File: src/rtl/obstacle_scheduler.sv
// Two-slot obstacle sequencer for the pixel animator: spawns obstacles from an
// LFSR, scrolls them once per video frame at a ramping speed and keeps score.
module obstacle_scheduler #(
    parameter logic [9:0] X_SPAWN           = 10'd740,
    parameter logic [3:0] SPEED_INIT        = 4'd2,
    parameter logic [3:0] SPEED_MAX         = 4'd8,
    parameter int         SPEED_STEP_FRAMES = 600,
    parameter logic [7:0] MIN_GAP           = 8'd60,
    parameter int         FLICK_PERIOD      = 8
) (
    input  logic        clk,
    input  logic        reset,
    input  logic        frame_tick,
    input  logic [1:0]  game_state,
    output logic [1:0]  obs1_type,
    output logic [1:0]  obs2_type,
    output logic [1:0]  obs1_pos,
    output logic [1:0]  obs2_pos,
    output logic [9:0]  obs1_x,
    output logic [9:0]  obs2_x,
    output logic        obs1_active,
    output logic        obs2_active,
    output logic        flick1,
    output logic        flick2,
    output logic [3:0]  speed,
    output logic [15:0] score
);

    localparam int STEP_W = $clog2(SPEED_STEP_FRAMES);
    localparam int FLK_W  = $clog2(FLICK_PERIOD);

    localparam logic [STEP_W-1:0] STEP_LAST = STEP_W'(SPEED_STEP_FRAMES - 1);
    localparam logic [STEP_W-1:0] STEP_ONE  = STEP_W'(1);
    localparam logic [STEP_W-1:0] STEP_ZERO = STEP_W'(0);
    localparam logic [FLK_W-1:0]  FLK_LAST  = FLK_W'(FLICK_PERIOD - 1);
    localparam logic [FLK_W-1:0]  FLK_ONE   = FLK_W'(1);
    localparam logic [FLK_W-1:0]  FLK_ZERO  = FLK_W'(0);

    localparam logic [1:0]  MODE_START = 2'b00;
    localparam logic [1:0]  MODE_RUN   = 2'b01;
    localparam logic [15:0] LFSR_SEED  = 16'hACE1;
    localparam logic [15:0] LFSR_TAPS  = 16'hB400;

    // Right-shifting Galois step for x^16+x^14+x^13+x^11+1.
    function automatic logic [15:0] lfsr_next(input logic [15:0] v);
        return {1'b0, v[15:1]} ^ (v[0] ? LFSR_TAPS : 16'h0000);
    endfunction

    logic [1:0]             rst_sync_r;
    logic                   rst_n_s;
    logic [1:0]             mode_r;
    logic [15:0]            lfsr_r;
    logic [1:0][9:0]        x_r, x_s;
    logic [1:0][1:0]        type_r, type_s;
    logic [1:0][1:0]        pos_r, pos_s;
    logic [1:0]             active_r, active_s;
    logic [1:0]             flick_r, flick_s;
    logic [1:0][FLK_W-1:0]  fcnt_r, fcnt_s;
    logic [7:0]             gap_r, gap_s;
    logic [STEP_W-1:0]      step_r, step_s;
    logic [3:0]             speed_r, speed_s;
    logic [15:0]            score_r, score_s;
    logic [1:0]             despawn_s;
    logic [1:0]             spawn_sel_s;
    logic                   spawn_en_s;
    logic [16:0]            score_sum_s;

    // Reset assertion is immediate; release waits two clk edges.
    always_ff @(posedge clk or negedge reset) begin
        if (!reset) begin
            rst_sync_r <= 2'b00;
        end else begin
            rst_sync_r <= {rst_sync_r[0], 1'b1};
        end
    end

    assign rst_n_s = rst_sync_r[1];

    // Next-state for slots, spawn gap, speed ramp and score.
    always_comb begin
        x_s         = x_r;
        type_s      = type_r;
        pos_s       = pos_r;
        active_s    = active_r;
        flick_s     = flick_r;
        fcnt_s      = fcnt_r;
        gap_s       = gap_r;
        step_s      = step_r;
        speed_s     = speed_r;
        score_s     = score_r;
        despawn_s   = 2'd0;
        spawn_en_s  = 1'b0;
        score_sum_s = 17'd0;
        // Eligibility uses occupancy at the start of the frame, lowest slot first.
        spawn_sel_s = {active_r[0] & ~active_r[1], ~active_r[0]};
        case (mode_r)
            MODE_START: begin
                x_s      = {X_SPAWN, X_SPAWN};
                type_s   = {2'b00, 2'b00};
                pos_s    = {2'b00, 2'b00};
                active_s = 2'b00;
                flick_s  = 2'b00;
                fcnt_s   = {FLK_ZERO, FLK_ZERO};
                gap_s    = MIN_GAP;
                step_s   = STEP_ZERO;
                speed_s  = SPEED_INIT;
                score_s  = 16'd0;
            end
            MODE_RUN: begin
                if (frame_tick) begin
                    if (gap_r > 8'd1) begin
                        gap_s = gap_r - 8'd1;
                    end else if (spawn_sel_s != 2'b00) begin
                        spawn_en_s = 1'b1;
                        gap_s      = MIN_GAP + {2'b00, lfsr_r[9:4]};
                    end else begin
                        gap_s = 8'd0;
                    end

                    for (int i = 0; i < 2; i++) begin
                        if (!active_r[i]) begin
                            if (spawn_en_s && spawn_sel_s[i]) begin
                                type_s[i]   = lfsr_r[1:0];
                                pos_s[i]    = (lfsr_r[3:2] == 2'b11) ? 2'b01 : lfsr_r[3:2];
                                x_s[i]      = X_SPAWN;
                                active_s[i] = 1'b1;
                                flick_s[i]  = 1'b0;
                                fcnt_s[i]   = FLK_ZERO;
                            end else begin
                                flick_s[i] = 1'b0;
                                fcnt_s[i]  = FLK_ZERO;
                            end
                        end else if (x_r[i] > {6'd0, speed_r}) begin
                            x_s[i] = x_r[i] - {6'd0, speed_r};
                            if (fcnt_r[i] == FLK_LAST) begin
                                fcnt_s[i]  = FLK_ZERO;
                                flick_s[i] = ~flick_r[i];
                            end else begin
                                fcnt_s[i] = fcnt_r[i] + FLK_ONE;
                            end
                        end else begin
                            active_s[i] = 1'b0;
                            x_s[i]      = X_SPAWN;
                            flick_s[i]  = 1'b0;
                            fcnt_s[i]   = FLK_ZERO;
                            despawn_s   = despawn_s + 2'd1;
                        end
                    end

                    // The new speed takes effect on the following frame.
                    if (step_r == STEP_LAST) begin
                        step_s  = STEP_ZERO;
                        speed_s = (speed_r < SPEED_MAX) ? speed_r + 4'd1 : speed_r;
                    end else begin
                        step_s = step_r + STEP_ONE;
                    end

                    score_sum_s = {1'b0, score_r} + {15'd0, despawn_s};
                    score_s     = score_sum_s[16] ? 16'hFFFF : score_sum_s[15:0];
                end else begin
                    score_sum_s = 17'd0;
                end
            end
            default: begin
                score_sum_s = 17'd0;
            end
        endcase
    end

    // State registers; the LFSR free-runs in every mode.
    always_ff @(posedge clk or negedge rst_n_s) begin
        if (!rst_n_s) begin
            mode_r   <= MODE_START;
            lfsr_r   <= LFSR_SEED;
            x_r      <= {X_SPAWN, X_SPAWN};
            type_r   <= {2'b00, 2'b00};
            pos_r    <= {2'b00, 2'b00};
            active_r <= 2'b00;
            flick_r  <= 2'b00;
            fcnt_r   <= {FLK_ZERO, FLK_ZERO};
            gap_r    <= MIN_GAP;
            step_r   <= STEP_ZERO;
            speed_r  <= SPEED_INIT;
            score_r  <= 16'd0;
        end else begin
            mode_r   <= game_state;
            lfsr_r   <= lfsr_next(lfsr_r);
            x_r      <= x_s;
            type_r   <= type_s;
            pos_r    <= pos_s;
            active_r <= active_s;
            flick_r  <= flick_s;
            fcnt_r   <= fcnt_s;
            gap_r    <= gap_s;
            step_r   <= step_s;
            speed_r  <= speed_s;
            score_r  <= score_s;
        end
    end

    assign obs1_type   = type_r[0];
    assign obs2_type   = type_r[1];
    assign obs1_pos    = pos_r[0];
    assign obs2_pos    = pos_r[1];
    assign obs1_x      = x_r[0];
    assign obs2_x      = x_r[1];
    assign obs1_active = active_r[0];
    assign obs2_active = active_r[1];
    assign flick1      = flick_r[0];
    assign flick2      = flick_r[1];
    assign speed       = speed_r;
    assign score       = score_r;

endmodule

File: config.mk
export PLATFORM = sky130hd
export DESIGN_NAME = obstacle_scheduler
export DESIGN_NICKNAME = d
export VERILOG_FILES = /design/src/rtl/obstacle_scheduler.sv
export SDC_FILE = /design/constraint.sdc
export NUM_CORES = 1
export LEC_CHECK = 0
export CAP_MARGIN = 30
export CORE_UTILIZATION = 45
export CTS_BUF_LIST = sky130_fd_sc_hd__clkbuf_4 sky130_fd_sc_hd__clkbuf_8
export DETAILED_ROUTE_END_ITERATION = 8
export DONT_BUFFER_PORTS = 1
export GPL_TIMING_DRIVEN = 0
export PLACE_DENSITY = 0.65
export SLEW_MARGIN = 15
export SYNTH_ARGS = -nofsm -noshare
export SYNTH_HDL_FRONTEND = slang
export SYNTH_SLANG_ARGS = --single-unit
File: constraint.sdc
create_clock -name clk -period 2.6 [get_ports clk]
set_input_delay 0.39 -clock clk [delete_from_list [all_inputs] [get_ports clk]]
set_output_delay 0.39 -clock clk [all_outputs]
set_load 0.02 [all_outputs]
==> flow_summary.ini <==
[die]
rows = 38
die_h_um = 108
die_w_um = 108
core_area_sq_um = 10900
dieArea_sq_um = 11800
ioPinCount = 57
start_util = 0.466

[worst_setup_path]
cp-start-kind = register
crit_required_ns = 2.90
worstSetupPathType = register to register
worstPathArrival_ns = 3.88
end_kind = register
crit_path_max_fanout = 10

[route]
vias = 4051
drt_iter0_markers = 270
wirelength_mm = 12.3
drtAntennaViolNets = 0
wl_per_cell_um = 17.9
via_per_inst = 5.90
firstDrtPassIters = 5
drc = 0

[synth]
synthFlopType = dfrtp_1
netlist_area_sq_um = 5100
syn_avg_cell_area_sq_um = 9.86
synth_nets = 545
async_flop_share = 1.00
seq_area_frac_synth = 0.477
syn_inst = 517
ys_ff_latch = 96
synth_cell_types = 68
yosys_warnings = 0
synth_edf_count = 0

[sta]
fin_crit_ns = 3.58
grt_setup_unrepaired = yes
fin_worst_skew_ns = 0.0117
finalSetupViolCount = 16
hold_viol = 0
holdWs_ns = 0.0324
fin_ws_ns = -0.976
finalCritPeriodShare = 1.38
drv_slew = 0
maxSlewHeadroom = 0.593
fin_setup_tns_ns = -14.77
worst_slew_pin_slew_ns = 0.610
fmax_mhz = 280

[clocking]
cts_buffer_depth = 2
cts.sinks = 96
insertion_delay_ns = 0.38
root_buffer = clkbuf_8
cts_tree = done
cts_buffers = 9
cts_max_level = 3
clkSlewWorstSetupHoldPaths_ns = 0.10

[finish]
layout.nets = 570
design_area_sq_um = 5800
mostFrequentLayoutCells = 66 x dfrtp_1, 48 x nand2_1, 38 x o21ai_0, 28 x a21oi_1
synthToLayoutAreaGrowth_pct = 13.7
antennaDiodeCount = 0
drive_gt1_frac = 0.219
final_common_cell = dfrtp_1

[grt]
overflow = 0
first_global_vias = 3930
grt_max_degree = 50
grtUsageTotal = 0.221
grt_pass1_wl_mm = 19.9
antenna_found_initial = 0

[run_status]
violations = negative setup slack
status = complete, but fails checks

[pwr]
intPower_mw = 2.14
clockPowerShare = 0.319
power_frac_comb = 0.129
p_leak_nw = 2.50
swShare = 0.289
vdd_drop_max_mv = 0.406
powerDensity_nw_per_um2 = 520
pwr-share-seq = 0.552
switching_power_mw = 0.870

[placed_design]
dp_slack_ns = -1.44
gp_congestion = 0.816
port_buffers = 0
dp_hpwl_mm = 8.45
placed_area_sq_um = 5390

[hold_path]
min_path_type = primary input to register

[flow_run]
maxCapViolCount = 0
## synth_stat cells, types with 2 or more instances
cell type,number,share of area
dfrtp_1,73,0.36
nand2_1,48,0.035
o21ai_0,44,0.043
a21oi_1,31,0.030
nor2_1,28,0.021
inv_1,27,0.020
nor3_1,25,0.025
dfstp_2,23,0.12
ha_1,20,0.049
o21ai_1,12,0.012
a21o_1,11,0.016
clkbuf_1,11,0.0081
nand4_1,10,0.012
a31oi_1,9,0.011
mux2_2,9,0.020
o22ai_1,9,0.011
nand3_1,8,0.0079
o31ai_1,8,0.012
xnor2_1,8,0.014
a22o_1,7,0.012
and3_1,7,0.0086
o21a_1,7,0.010
and2_1,6,0.0074
buf_6,4,0.0088
nor2b_1,4,0.0049
nor4_1,4,0.0049
and4_1,3,0.0052
fa_1,3,0.012
nor4b_1,3,0.0052
o31a_1,3,0.0052
o41ai_1,3,0.0052
xor2_1,3,0.0052
a41oi_2,2,0.0064
and3b_1,2,0.0034
buf_2,2,0.0020
buf_4,2,0.0029
nand2b_1,2,0.0025
nand4b_1,2,0.0034
o211ai_2,2,0.0049
o2bb2ai_1,2,0.0034
or2_2,2,0.0025
or3_1,2,0.0025
## layer usage
layer  vias up  GRT usage  wire length (um)
met5         -          0                 0
met4         0     0.0560               150
li1       1958          -                 -
met1      1979      0.279              5490
met2       101      0.366              5950
met3        13     0.0723               706
## critical path: stages (launching register included)
cell,delay [ns]
dfstp_2,0.68
inv_4,0.10
ha_4,0.22
and4_4,0.17
a21oi_4,0.16
nor2_4,0.05
and2_4,0.17
ha_4,0.25
mux2_4,0.14
ha_4,0.13
inv_2,0.03
fa_2,0.36
and4b_1,0.31
nand4_1,0.17
nor2_2,0.18
buf_6,0.15
a31oi_1,0.05
o21ai_1,0.16
## power by group through the flow
stage	sequential, mW	clock [mW]	combinational [mW]
floorplan	1.68	0	0.262
global route	1.68	1.06	0.434
detailed placement	1.69	0	0.353
CTS	1.66	0.995	0.380
finish	1.66	0.962	0.388
global placement	1.70	0	0.319
## repair_timing
item	4_1_cts	5_1_grt
gates resized for setup	19	4
pin swaps	8	3
hold buffers	1	0
setup buffers	6	6
hold endpoints to repair	2	0
setup endpoints to repair	16	20
## cell type report
class                      instances  area (sq um)
buffer                            19           118
clock buffer                      12           165
clock inverter                     4          26.3
fill                            1042          5130
inverter                          27           104
multi-input combinational        375          2640
sequential                        96          2440
tap                              140           175
timing repair buffer              14           131
## stage by stage
stage,util,total power [mW],std cells
after floorplan,-,1.94,517
after CTS,0.524,3.04,681
after detailed placement,0.493,2.05,658
after global routing,0.530,3.17,687
after global placement,0.491,2.02,657
final,0.530,3.01,687
## worst paths after layout
kind                                         startpoint                       to  slack (ns)  cells after the start
worst min register to register  rst_sync_r[1]$_DFF_PN0_      lfsr_r[9]$_DFF_PN0_        0.35                      0
worst min-delay path                      game_state[1]      mode_r[1]$_DFF_PN0_        0.03                      0
max in group asynchronous       rst_sync_r[1]$_DFF_PN0_    obs2_x[7]$_DFFE_PN1P_        1.53                      1
min in group asynchronous                         reset  rst_sync_r[1]$_DFF_PN0_        0.24                      1
worst max register to register     speed[1]$_DFFE_PN1P_     score[6]$_DFFE_PN0P_       -0.98                     17
worst max-delay path               speed[1]$_DFFE_PN1P_     score[6]$_DFFE_PN0P_       -0.98                     17
## cells by family (layout without fill, tap and decap cells)
group / Yosys count / in the layout / synth area share
simple gates: 167 / 167 / 0.172
compound gates: 162 / 162 / 0.205
flops: 96 / 96 / 0.477
buf+inv: 46 / 76 / 0.0417
fa+ha+maj: 23 / 23 / 0.0608
xor+xnor: 11 / 11 / 0.0189
mux: 11 / 11 / 0.0240
other cells: 1 / 1 / 0.000735
## flip-flops by register name, summed over array words and instances (netlist names)
register and flops:
lfsr_r 16, score 16, obs1_x 10, obs2_x 10
step_r 10, gap_r 8, fcnt_r 6, speed 4
active_r 2, flick_r 2, mode_r 2, obs1_pos 2
obs1_type 2, obs2_pos 2, obs2_type 2, rst_sync_r 2
Power figures use the tool's default switching activity.
